File: src/rtl/float_normalizer_if.sv
// Handshake bundle between the FP datapath, the normalizer and FloatRounding.
// slave = normalizer view, master = producer/consumer view.
interface float_normalizer_if #(
    parameter int N   = 24,
    parameter int EXP = 8
);
    logic           InValid;
    logic           InReady;
    logic [N+2:0]   rawMant;
    logic [EXP-1:0] rawExp;
    logic           stickyIn;
    logic           OutValid;
    logic           OutReady;
    logic [N-1:0]   normMant;
    logic [EXP-1:0] normExp;
    logic           R;
    logic           S;
    logic           zero;
    logic           overflow;
    logic           underflow;

    modport slave (
        input  InValid, rawMant, rawExp, stickyIn, OutReady,
        output InReady, OutValid, normMant, normExp, R, S,
               zero, overflow, underflow
    );

    modport master (
        output InValid, rawMant, rawExp, stickyIn, OutReady,
        input  InReady, OutValid, normMant, normExp, R, S,
               zero, overflow, underflow
    );
endinterface

File: src/rtl/float_normalizer.sv
// Iterative post-arithmetic normalizer: one right shift on carry,
// otherwise one left shift per cycle until the hidden bit is set.
module float_normalizer #(
    parameter int N   = 24,
    parameter int EXP = 8
) (
    input  logic                i_clk,
    input  logic                i_rst_n,
    input  logic                i_flush,
    float_normalizer_if.slave   io
);
    typedef enum logic [1:0] {
        S_IDLE  = 2'd0,
        S_SHIFT = 2'd1,
        S_DONE  = 2'd2
    } state_t;

    localparam logic [EXP-1:0] EXP_ONES = '1;
    localparam logic [EXP-1:0] EXP_SAT  = EXP_ONES - 1'b1;
    localparam logic [EXP-1:0] EXP_ONE  = {{(EXP-1){1'b0}}, 1'b1};

    state_t         r_state;
    logic [N+1:0]   r_work;
    logic [EXP-1:0] r_exp;
    logic           r_sticky;
    logic           r_zero;
    logic           r_ovf;
    logic           r_unf;

    state_t         w_state_nxt;
    logic [N+1:0]   w_work_nxt;
    logic [EXP-1:0] w_exp_nxt;
    logic           w_sticky_nxt;
    logic           w_zero_nxt;
    logic           w_ovf_nxt;
    logic           w_unf_nxt;
    logic           w_accept;
    logic [N+1:0]   w_shl;
    logic [EXP-1:0] w_dec;

    assign w_accept = io.InValid && (r_state == S_IDLE);
    assign w_shl    = {r_work[N:0], 1'b0};
    assign w_dec    = r_exp - 1'b1;

    always_comb begin
        w_state_nxt  = r_state;
        w_work_nxt   = r_work;
        w_exp_nxt    = r_exp;
        w_sticky_nxt = r_sticky;
        w_zero_nxt   = r_zero;
        w_ovf_nxt    = r_ovf;
        w_unf_nxt    = r_unf;
        unique case (r_state)
            S_IDLE: begin
                if (w_accept) begin
                    w_zero_nxt   = 1'b0;
                    w_ovf_nxt    = 1'b0;
                    w_unf_nxt    = 1'b0;
                    w_work_nxt   = io.rawMant[N+1:0];
                    w_exp_nxt    = io.rawExp;
                    w_sticky_nxt = io.stickyIn;
                    w_state_nxt  = S_DONE;
                    if (io.rawMant == '0 && !io.stickyIn) begin
                        w_zero_nxt = 1'b1;
                        w_exp_nxt  = '0;
                    end else if (io.rawMant[N+2]) begin
                        // Carry: drop to the hidden position, lost bit joins sticky
                        w_work_nxt   = io.rawMant[N+2:1];
                        w_sticky_nxt = io.stickyIn | io.rawMant[0];
                        if (io.rawExp >= EXP_SAT) begin
                            w_exp_nxt = EXP_ONES;
                            w_ovf_nxt = 1'b1;
                        end else begin
                            w_exp_nxt = io.rawExp + 1'b1;
                        end
                    end else if (io.rawMant[N+1]) begin
                        w_state_nxt = S_DONE;
                    end else if (io.rawExp <= EXP_ONE) begin
                        w_unf_nxt = 1'b1;
                    end else begin
                        w_state_nxt = S_SHIFT;
                    end
                end
            end
            S_SHIFT: begin
                w_work_nxt = w_shl;
                w_exp_nxt  = w_dec;
                if (w_shl[N+1]) begin
                    w_state_nxt = S_DONE;
                end else if (w_dec == EXP_ONE) begin
                    w_unf_nxt   = 1'b1;
                    w_state_nxt = S_DONE;
                end
            end
            S_DONE: begin
                if (io.OutReady) w_state_nxt = S_IDLE;
            end
            default: w_state_nxt = S_IDLE;
        endcase
    end

    always_ff @(posedge i_clk or negedge i_rst_n) begin
        if (!i_rst_n) begin
            r_state  <= S_IDLE;
            r_work   <= '0;
            r_exp    <= '0;
            r_sticky <= 1'b0;
            r_zero   <= 1'b0;
            r_ovf    <= 1'b0;
            r_unf    <= 1'b0;
        end else if (i_flush) begin
            r_state  <= S_IDLE;
            r_work   <= '0;
            r_exp    <= '0;
            r_sticky <= 1'b0;
            r_zero   <= 1'b0;
            r_ovf    <= 1'b0;
            r_unf    <= 1'b0;
        end else begin
            r_state  <= w_state_nxt;
            r_work   <= w_work_nxt;
            r_exp    <= w_exp_nxt;
            r_sticky <= w_sticky_nxt;
            r_zero   <= w_zero_nxt;
            r_ovf    <= w_ovf_nxt;
            r_unf    <= w_unf_nxt;
        end
    end

    assign io.InReady   = (r_state == S_IDLE);
    assign io.OutValid  = (r_state == S_DONE);
    assign io.normMant  = r_work[N+1:2];
    assign io.R         = r_work[1];
    assign io.S         = r_work[0] | r_sticky;
    assign io.normExp   = r_exp;
    assign io.zero      = r_zero;
    assign io.overflow  = r_ovf;
    assign io.underflow = r_unf;
endmodule

File: src/flat_wrapper.sv
// flat-port wrapper written by rule: the top's interface ports become plain ports
module float_normalizer_flat 
#(
    parameter int N   = 24,
    parameter int EXP = 8
)
  (i_clk, i_rst_n, i_flush, io_InValid, io_rawMant, io_rawExp, io_stickyIn, io_OutReady, io_InReady, io_OutValid, io_normMant, io_normExp, io_R, io_S, io_zero, io_overflow, io_underflow);
  float_normalizer_if #(.N(N), .EXP(EXP)) io_i ();
  input  logic i_clk;
  input  logic i_rst_n;
  input  logic i_flush;
  input wire logic [$bits(io_i.InValid)-1:0] io_InValid;
  input wire logic [$bits(io_i.rawMant)-1:0] io_rawMant;
  input wire logic [$bits(io_i.rawExp)-1:0] io_rawExp;
  input wire logic [$bits(io_i.stickyIn)-1:0] io_stickyIn;
  input wire logic [$bits(io_i.OutReady)-1:0] io_OutReady;
  output wire logic [$bits(io_i.InReady)-1:0] io_InReady;
  output wire logic [$bits(io_i.OutValid)-1:0] io_OutValid;
  output wire logic [$bits(io_i.normMant)-1:0] io_normMant;
  output wire logic [$bits(io_i.normExp)-1:0] io_normExp;
  output wire logic [$bits(io_i.R)-1:0] io_R;
  output wire logic [$bits(io_i.S)-1:0] io_S;
  output wire logic [$bits(io_i.zero)-1:0] io_zero;
  output wire logic [$bits(io_i.overflow)-1:0] io_overflow;
  output wire logic [$bits(io_i.underflow)-1:0] io_underflow;
  assign io_i.InValid = io_InValid;
  assign io_i.rawMant = io_rawMant;
  assign io_i.rawExp = io_rawExp;
  assign io_i.stickyIn = io_stickyIn;
  assign io_i.OutReady = io_OutReady;
  assign io_InReady = io_i.InReady;
  assign io_OutValid = io_i.OutValid;
  assign io_normMant = io_i.normMant;
  assign io_normExp = io_i.normExp;
  assign io_R = io_i.R;
  assign io_S = io_i.S;
  assign io_zero = io_i.zero;
  assign io_overflow = io_i.overflow;
  assign io_underflow = io_i.underflow;
  float_normalizer #(.N(N), .EXP(EXP)) u_core (.i_clk(i_clk), .i_rst_n(i_rst_n), .i_flush(i_flush), .io(io_i));
endmodule
File: config.mk
export PLATFORM = sky130hd
export DESIGN_NAME = float_normalizer_flat
export DESIGN_NICKNAME = d
export VERILOG_FILES = /design/src/rtl/float_normalizer_if.sv /design/src/rtl/float_normalizer.sv /design/src/flat_wrapper.sv
export SDC_FILE = /design/constraint.sdc
export NUM_CORES = 1
export LEC_CHECK = 0
export ABC_AREA = 1
export ABC_CLOCK_PERIOD_IN_PS = 2000
export BUFFER_PORTS_ARGS = -buffer_cell sky130_fd_sc_hd__buf_2
export CAP_MARGIN = 10
export CORE_ASPECT_RATIO = 0.6
export CORE_MARGIN = 1.5
export CORE_UTILIZATION = 53
export DETAILED_ROUTE_END_ITERATION = 7
export GPL_TIMING_DRIVEN = 1
export PLACE_DENSITY = 0.81
export SETUP_SLACK_MARGIN = 0.05
export SLEW_MARGIN = 40
export SYNTH_ARGS = -nofsm -noshare
export SYNTH_HDL_FRONTEND = slang
export SYNTH_SLANG_ARGS = --single-unit
File: constraint.sdc
create_clock -name i_clk -period 2 [get_ports i_clk]
set_clock_uncertainty 0.15 [all_clocks]
set_input_delay 0.1 -clock i_clk [delete_from_list [all_inputs] [get_ports i_clk]]
set_output_delay 0.1 -clock i_clk [all_outputs]
set_load 0.005 [all_outputs]
==> impl_results.html <==
<table>
<tr><th>Metric</th><th>Value</th></tr>
<tr><th colspan="2">Critical path</th></tr>
<tr><td>Kind of end point of the critical path</td><td>flop</td></tr>
<tr><td>R2r startpoint</td><td>u_core.io.normExp[2]</td></tr>
<tr><td>Startpoint kind of the worst setup timing path</td><td>flop</td></tr>
<tr><td>Crit path DAT</td><td>1.94 ns</td></tr>
<tr><td>Endpoint of the lowest-slack register-to-register path</td><td>u_core.io.underflow</td></tr>
<tr><td>Kind of critical path</td><td>reg2reg</td></tr>
<tr><td>Worst-path fanout max</td><td>5</td></tr>
<tr><td>Data required time of the critical path</td><td>2.05 ns</td></tr>
<tr><td>Logic depth of the worst register-to-register path</td><td>10</td></tr>
<tr><td>Reg-to-reg slack, setup</td><td>0.11 ns</td></tr>
<tr><th colspan="2">Drt</th></tr>
<tr><td>DRC Markers</td><td>5</td></tr>
<tr><td>Routed wire length</td><td>8080 um</td></tr>
<tr><td>Per-cell routed wire length</td><td>15.30 um</td></tr>
<tr><td>Final ANT Viol Nets</td><td>0</td></tr>
<tr><td>Drt pass-1 iters</td><td>8</td></tr>
<tr><td>DR vias/cell</td><td>5.725</td></tr>
<tr><td>Total via count in the routed design</td><td>3023</td></tr>
<tr><td>Number of DRC markers in iteration 0</td><td>303</td></tr>
<tr><th colspan="2">Floorplanning</th></tr>
<tr><td>Site row count</td><td>20</td></tr>
<tr><td>Top-Level Pins</td><td>80</td></tr>
<tr><td>Die H</td><td>60.50 um</td></tr>
<tr><td>Initial Utilization</td><td>0.5638</td></tr>
<tr><td>Area of the core</td><td>5180 um^2</td></tr>
<tr><td>Die area</td><td>5979 um^2</td></tr>
<tr><td>Die extent in x</td><td>98.83 um</td></tr>
<tr><th colspan="2">Pwr</th></tr>
<tr><td>Share of total power in the clock network</td><td>0.219</td></tr>
<tr><td>Total power divided by cell area</td><td>1016 nW/um^2</td></tr>
<tr><td>Switching share of total power</td><td>0.3930</td></tr>
<tr><td>Share of power burned in combinational logic</td><td>0.412</td></tr>
<tr><td>IR Drop Worst-Case VDD</td><td>0.0004943 V</td></tr>
<tr><td>Leakage power</td><td>1.711 nW</td></tr>
<tr><td>Switching pwr</td><td>1.353 mW</td></tr>
<tr><td>Part of the power in registers</td><td>0.369</td></tr>
<tr><td>Internal power</td><td>2.090 mW</td></tr>
<tr><th colspan="2">CTS</th></tr>
<tr><td>Clock tree from TritonCTS</td><td>yes</td></tr>
<tr><td>Cell chosen for the clock root</td><td>sky130_fd_sc_hd__clkbuf_8</td></tr>
<tr><td>CTS H-Tree Depth</td><td>2</td></tr>
<tr><td>CTS Buffer Depth</td><td>2</td></tr>
<tr><td>Number of clock buffers inserted by TritonCTS</td><td>5</td></tr>
<tr><td>Number of sinks on the clock net</td><td>40</td></tr>
<tr><td>Register clock-pin slew on the reported worst setup and hold paths</td><td>0.08 ns</td></tr>
<tr><td>Insertion delay of the later-clocked pin in the worst-skew pair</td><td>0.31 ns</td></tr>
<tr><th colspan="2">STA</th></tr>
<tr><td>Slew margin rel.</td><td>0.6038</td></tr>
<tr><td>Portion of the clock cycle consumed by the worst path in the final layout</td><td>0.9449</td></tr>
<tr><td>Unrepaired setup endpoints after global routing</td><td>yes</td></tr>
<tr><td>Number of endpoints failing setup at the final stage</td><td>0</td></tr>
<tr><td>Worst Hold Margin</td><td>0.001842 ns</td></tr>
<tr><td>Final Hold Violating Endpoints</td><td>0</td></tr>
<tr><td>Transition time at the pin with the least slew margin</td><td>0.5942 ns</td></tr>
<tr><td>Total negative slack for setup checks</td><td>0 ns</td></tr>
<tr><td>Maximum clock frequency</td><td>529.2 MHz</td></tr>
<tr><td>Slew Viols, Final</td><td>0</td></tr>
<tr><td>Fin crit period</td><td>1.890 ns</td></tr>
<tr><th colspan="2">Final layout</th></tr>
<tr><td>Final layout net count</td><td>508</td></tr>
<tr><td>Share of layout cells above drive strength 1</td><td>0.2532</td></tr>
<tr><td>Non-filler instance count after layout</td><td>528</td></tr>
<tr><td>Layout area overhead</td><td>16.02%</td></tr>
<tr><td>Fill cell count</td><td>444</td></tr>
<tr><td>Antenna cell count</td><td>0</td></tr>
<tr><th colspan="2">Synth</th></tr>
<tr><td>Post-synthesis instance total</td><td>402</td></tr>
<tr><td>Share of cell area taken by muxes after synthesis</td><td>0</td></tr>
<tr><td>Sequential-to-total area share from yosys stat</td><td>0.3428</td></tr>
<tr><td>Number of synthesized register bits</td><td>40</td></tr>
<tr><td>Area share of xor/xnor cells in the synthesized design</td><td>0.01500</td></tr>
<tr><td>Main combinational cell family by area after synthesis</td><td>compound AO/OA/AOI/OAI gates</td></tr>
<tr><td>Synth Area per Inst</td><td>7.264 um^2</td></tr>
<tr><td>Net count after synthesis</td><td>449</td></tr>
<tr><td>Adder-cell area share of the yosys netlist</td><td>0.02571</td></tr>
<tr><td>Simple-gate share of the synthesized area</td><td>0.2288</td></tr>
<tr><td>Synthesized-area fraction occupied by ao, oa, aoi and oai cells</td><td>0.2335</td></tr>
<tr><td>Count of synthesis-stage warnings from yosys</td><td>0</td></tr>
<tr><td>Number of distinct library cells after synthesis</td><td>34</td></tr>
<tr><td>Synth Cell Area</td><td>2920 um^2</td></tr>
<tr><th colspan="2">Placed design</th></tr>
<tr><td>HPWL after detailed placement</td><td>5873 um</td></tr>
<tr><td>Port Buf Inserts</td><td>79</td></tr>
<tr><td>Number of instances in the placed design</td><td>516</td></tr>
<tr><td>Routability Congestion</td><td>0.8391</td></tr>
<tr><th colspan="2">Outcome</th></tr>
<tr><td>Status</td><td>finished, violations left</td></tr>
<tr><td>Violated checks</td><td>DRC</td></tr>
<tr><th colspan="2">Global route</th></tr>
<tr><td>Total congestion overflow</td><td>0</td></tr>
<tr><td>Largest net degree at the start of global routing</td><td>38</td></tr>
<tr><td>First-pass GRT wire length</td><td>12860 um</td></tr>
<tr><td>Antenna violations before repair</td><td>0</td></tr>
<tr><td>GR Util met3</td><td>0.05415</td></tr>
<tr><td>Global Route Usage Sum</td><td>0.2726</td></tr>
<tr><td>GRT met2 Usage</td><td>0.4296</td></tr>
<tr><td>Via count of the first global-routing pass</td><td>2742</td></tr>
<tr><td>Global-route track usage on met1</td><td>0.3921</td></tr>
<tr><td>Top Usage Layer GRT</td><td>met2</td></tr>
<tr><th colspan="2">Min path</th></tr>
<tr><td>Hold path start</td><td>io_rawMant[17]</td></tr>
<tr><td>Hold Path Class</td><td>in2reg</td></tr>
<tr><td>Min-Delay Endpoint</td><td>u_core.r_work[16]</td></tr>
<tr><td>Worst hold path stage count</td><td>3</td></tr>
<tr><th colspan="2">Run</th></tr>
<tr><td>Max-capacitance violation count</td><td>0</td></tr>
</table>
==> timing repair <==
| item | CTS | global route |
|---|---|---|
| endpoints found under the setup margin | 0 | 12 |
| hold endpoints to repair | 26 | 0 |
| resized for setup | 0 | 7 |
| hold buffers | 4 | 0 |
| setup buffers | 0 | 0 |
==> cells in the mapped netlist <==
cell type,n,area share
sky130_fd_sc_hd__clkbuf_2,1,0.0017
sky130_fd_sc_hd__o221ai_1,6,0.018
sky130_fd_sc_hd__nor3_1,2,0.0034
sky130_fd_sc_hd__nand2_2,2,0.0043
sky130_fd_sc_hd__nand2_4,2,0.0077
sky130_fd_sc_hd__nor2_4,2,0.0077
sky130_fd_sc_hd__buf_2,8,0.014
sky130_fd_sc_hd__xor2_1,2,0.0060
sky130_fd_sc_hd__nor2_2,1,0.0021
sky130_fd_sc_hd__o22ai_1,2,0.0043
sky130_fd_sc_hd__o211ai_1,5,0.013
sky130_fd_sc_hd__a211oi_1,6,0.015
sky130_fd_sc_hd__o31ai_1,1,0.0026
sky130_fd_sc_hd__dfrtp_1,40,0.34
sky130_fd_sc_hd__buf_4,27,0.069
sky130_fd_sc_hd__nand4_1,6,0.013
sky130_fd_sc_hd__inv_1,38,0.049
sky130_fd_sc_hd__or2_0,1,0.0021
sky130_fd_sc_hd__a21oi_1,41,0.070
sky130_fd_sc_hd__buf_6,2,0.0077
sky130_fd_sc_hd__o21a_1,13,0.033
sky130_fd_sc_hd__nand2_1,48,0.062
sky130_fd_sc_hd__inv_2,6,0.0077
sky130_fd_sc_hd__or2_2,1,0.0021
sky130_fd_sc_hd__o21ai_1,2,0.0034
sky130_fd_sc_hd__nand2_8,1,0.0069
sky130_fd_sc_hd__clkbuf_1,4,0.0051
sky130_fd_sc_hd__ha_1,6,0.026
sky130_fd_sc_hd__o21ai_0,34,0.058
sky130_fd_sc_hd__a31oi_1,1,0.0021
sky130_fd_sc_hd__nand3_1,26,0.045
sky130_fd_sc_hd__xnor2_1,3,0.0090
sky130_fd_sc_hd__nor2_1,57,0.073
sky130_fd_sc_hd__a22oi_1,5,0.013
==> state kept, by name (all words and copies together), names as in the netlist <==
| register | flops |
|---|---|
| u_core.r_sticky | 1 |
| u_core.r_state | 2 |
| u_core.io.overflow | 1 |
| u_core.io.zero | 1 |
| u_core.io.normExp | 8 |
| u_core.io.underflow | 1 |
| u_core.r_work | 26 |
==> layer usage <==
metal	part of all wire	vias up
li1	-	1439
met1	0.47	1394
met4	0.016	0
met3	0.087	26
met2	0.43	164
met5	0	-
==> layout by cell type (no fill, tap or decap), drive strengths merged <==
cell / n
a211oi: 6
a21oi: 41
a22oi: 5
a31oi: 1
buf: 90
bufinv: 1
clkbuf: 7
dfrtp: 40
dlygate4sd3: 4
ha: 6
inv: 44
nand2: 53
nand3: 26
nand4: 6
nor2: 60
nor3: 2
o211ai: 5
o21a: 13
o21ai: 36
o221ai: 6
o22ai: 2
o31ai: 1
or2: 2
xnor2: 3
xor2: 2
==> final cells by class <==
type | count | area, um^2 | area share
tap | 66 | 82.58 | 0.02437
inverter | 44 | 167.7 | 0.04948
timing repair buffer | 94 | 530.5 | 0.1566
clock inverter | 1 | 30.03 | 0.008863
multi-input combinational | 276 | 1479 | 0.4365
clock buffer | 7 | 96.34 | 0.02843
sequential | 40 | 1002 | 0.2958
==> cell families (layout without fill, tap and decap cells) <==
group | Yosys count | after routing
buf+inv | 86 | 146
fa+ha+maj | 6 | 6
flops | 40 | 40
simple gates | 149 | 149
xor+xnor | 5 | 5
compound gates | 116 | 116
==> stage by stage <==
step           worst slack, ns  power (mW)  utilization  cell area, um^2
6_report                0.1102       3.442       0.6541             3388
3_5_place_dp            0.1140       2.623       0.6193             3208
4_1_cts                 0.1137       3.380       0.6514             3374
3_3_place_gp            0.2038       2.583       0.6193             3208
5_1_grt               -0.01952       3.656       0.6541             3388
2_1_floorplan           0.4094       2.298            -             2920
==> critical path, stage by stage, from the launching register on <==
cell and delay [ns]:
sky130_fd_sc_hd__dfrtp_2 0.46, sky130_fd_sc_hd__nor2_1 0.14, sky130_fd_sc_hd__nand2_1 0.14, sky130_fd_sc_hd__o21ai_0 0.17
sky130_fd_sc_hd__nand2_1 0.11, sky130_fd_sc_hd__nor2_1 0.13, sky130_fd_sc_hd__nand3_1 0.14, sky130_fd_sc_hd__nand2_1 0.12
sky130_fd_sc_hd__nand2_1 0.07, sky130_fd_sc_hd__nand2_1 0.09, sky130_fd_sc_hd__nand2_1 0.05
==> how the worst max path moves through the flow <==
stage | startpoint | endpoint | cells after the start
6_report | u_core.io.normExp[2] | u_core.io.underflow | 10
5_1_grt | u_core.io.normExp[2] | u_core.io.underflow | 10
4_1_cts | u_core.r_state[1] | u_core.io.normExp[6] | 11
3_5_place_dp | u_core.r_state[1] | u_core.io.normExp[6] | 11
3_3_place_gp | u_core.r_state[1] | u_core.io.normExp[6] | 11
2_1_floorplan | u_core.io.normExp[0] | u_core.io.underflow | 10
==> power groups by stage <==
stage	clock [mW]	combinational, mW	sequential, mW
2_1_floorplan	0	1.07	1.23
3_3_place_gp	0	1.32	1.27
3_5_place_dp	0	1.35	1.27
4_1_cts	0.749	1.37	1.26
5_1_grt	0.790	1.56	1.30
6_report	0.755	1.42	1.27
No activity file was read; power rests on OpenSTA's default activity.
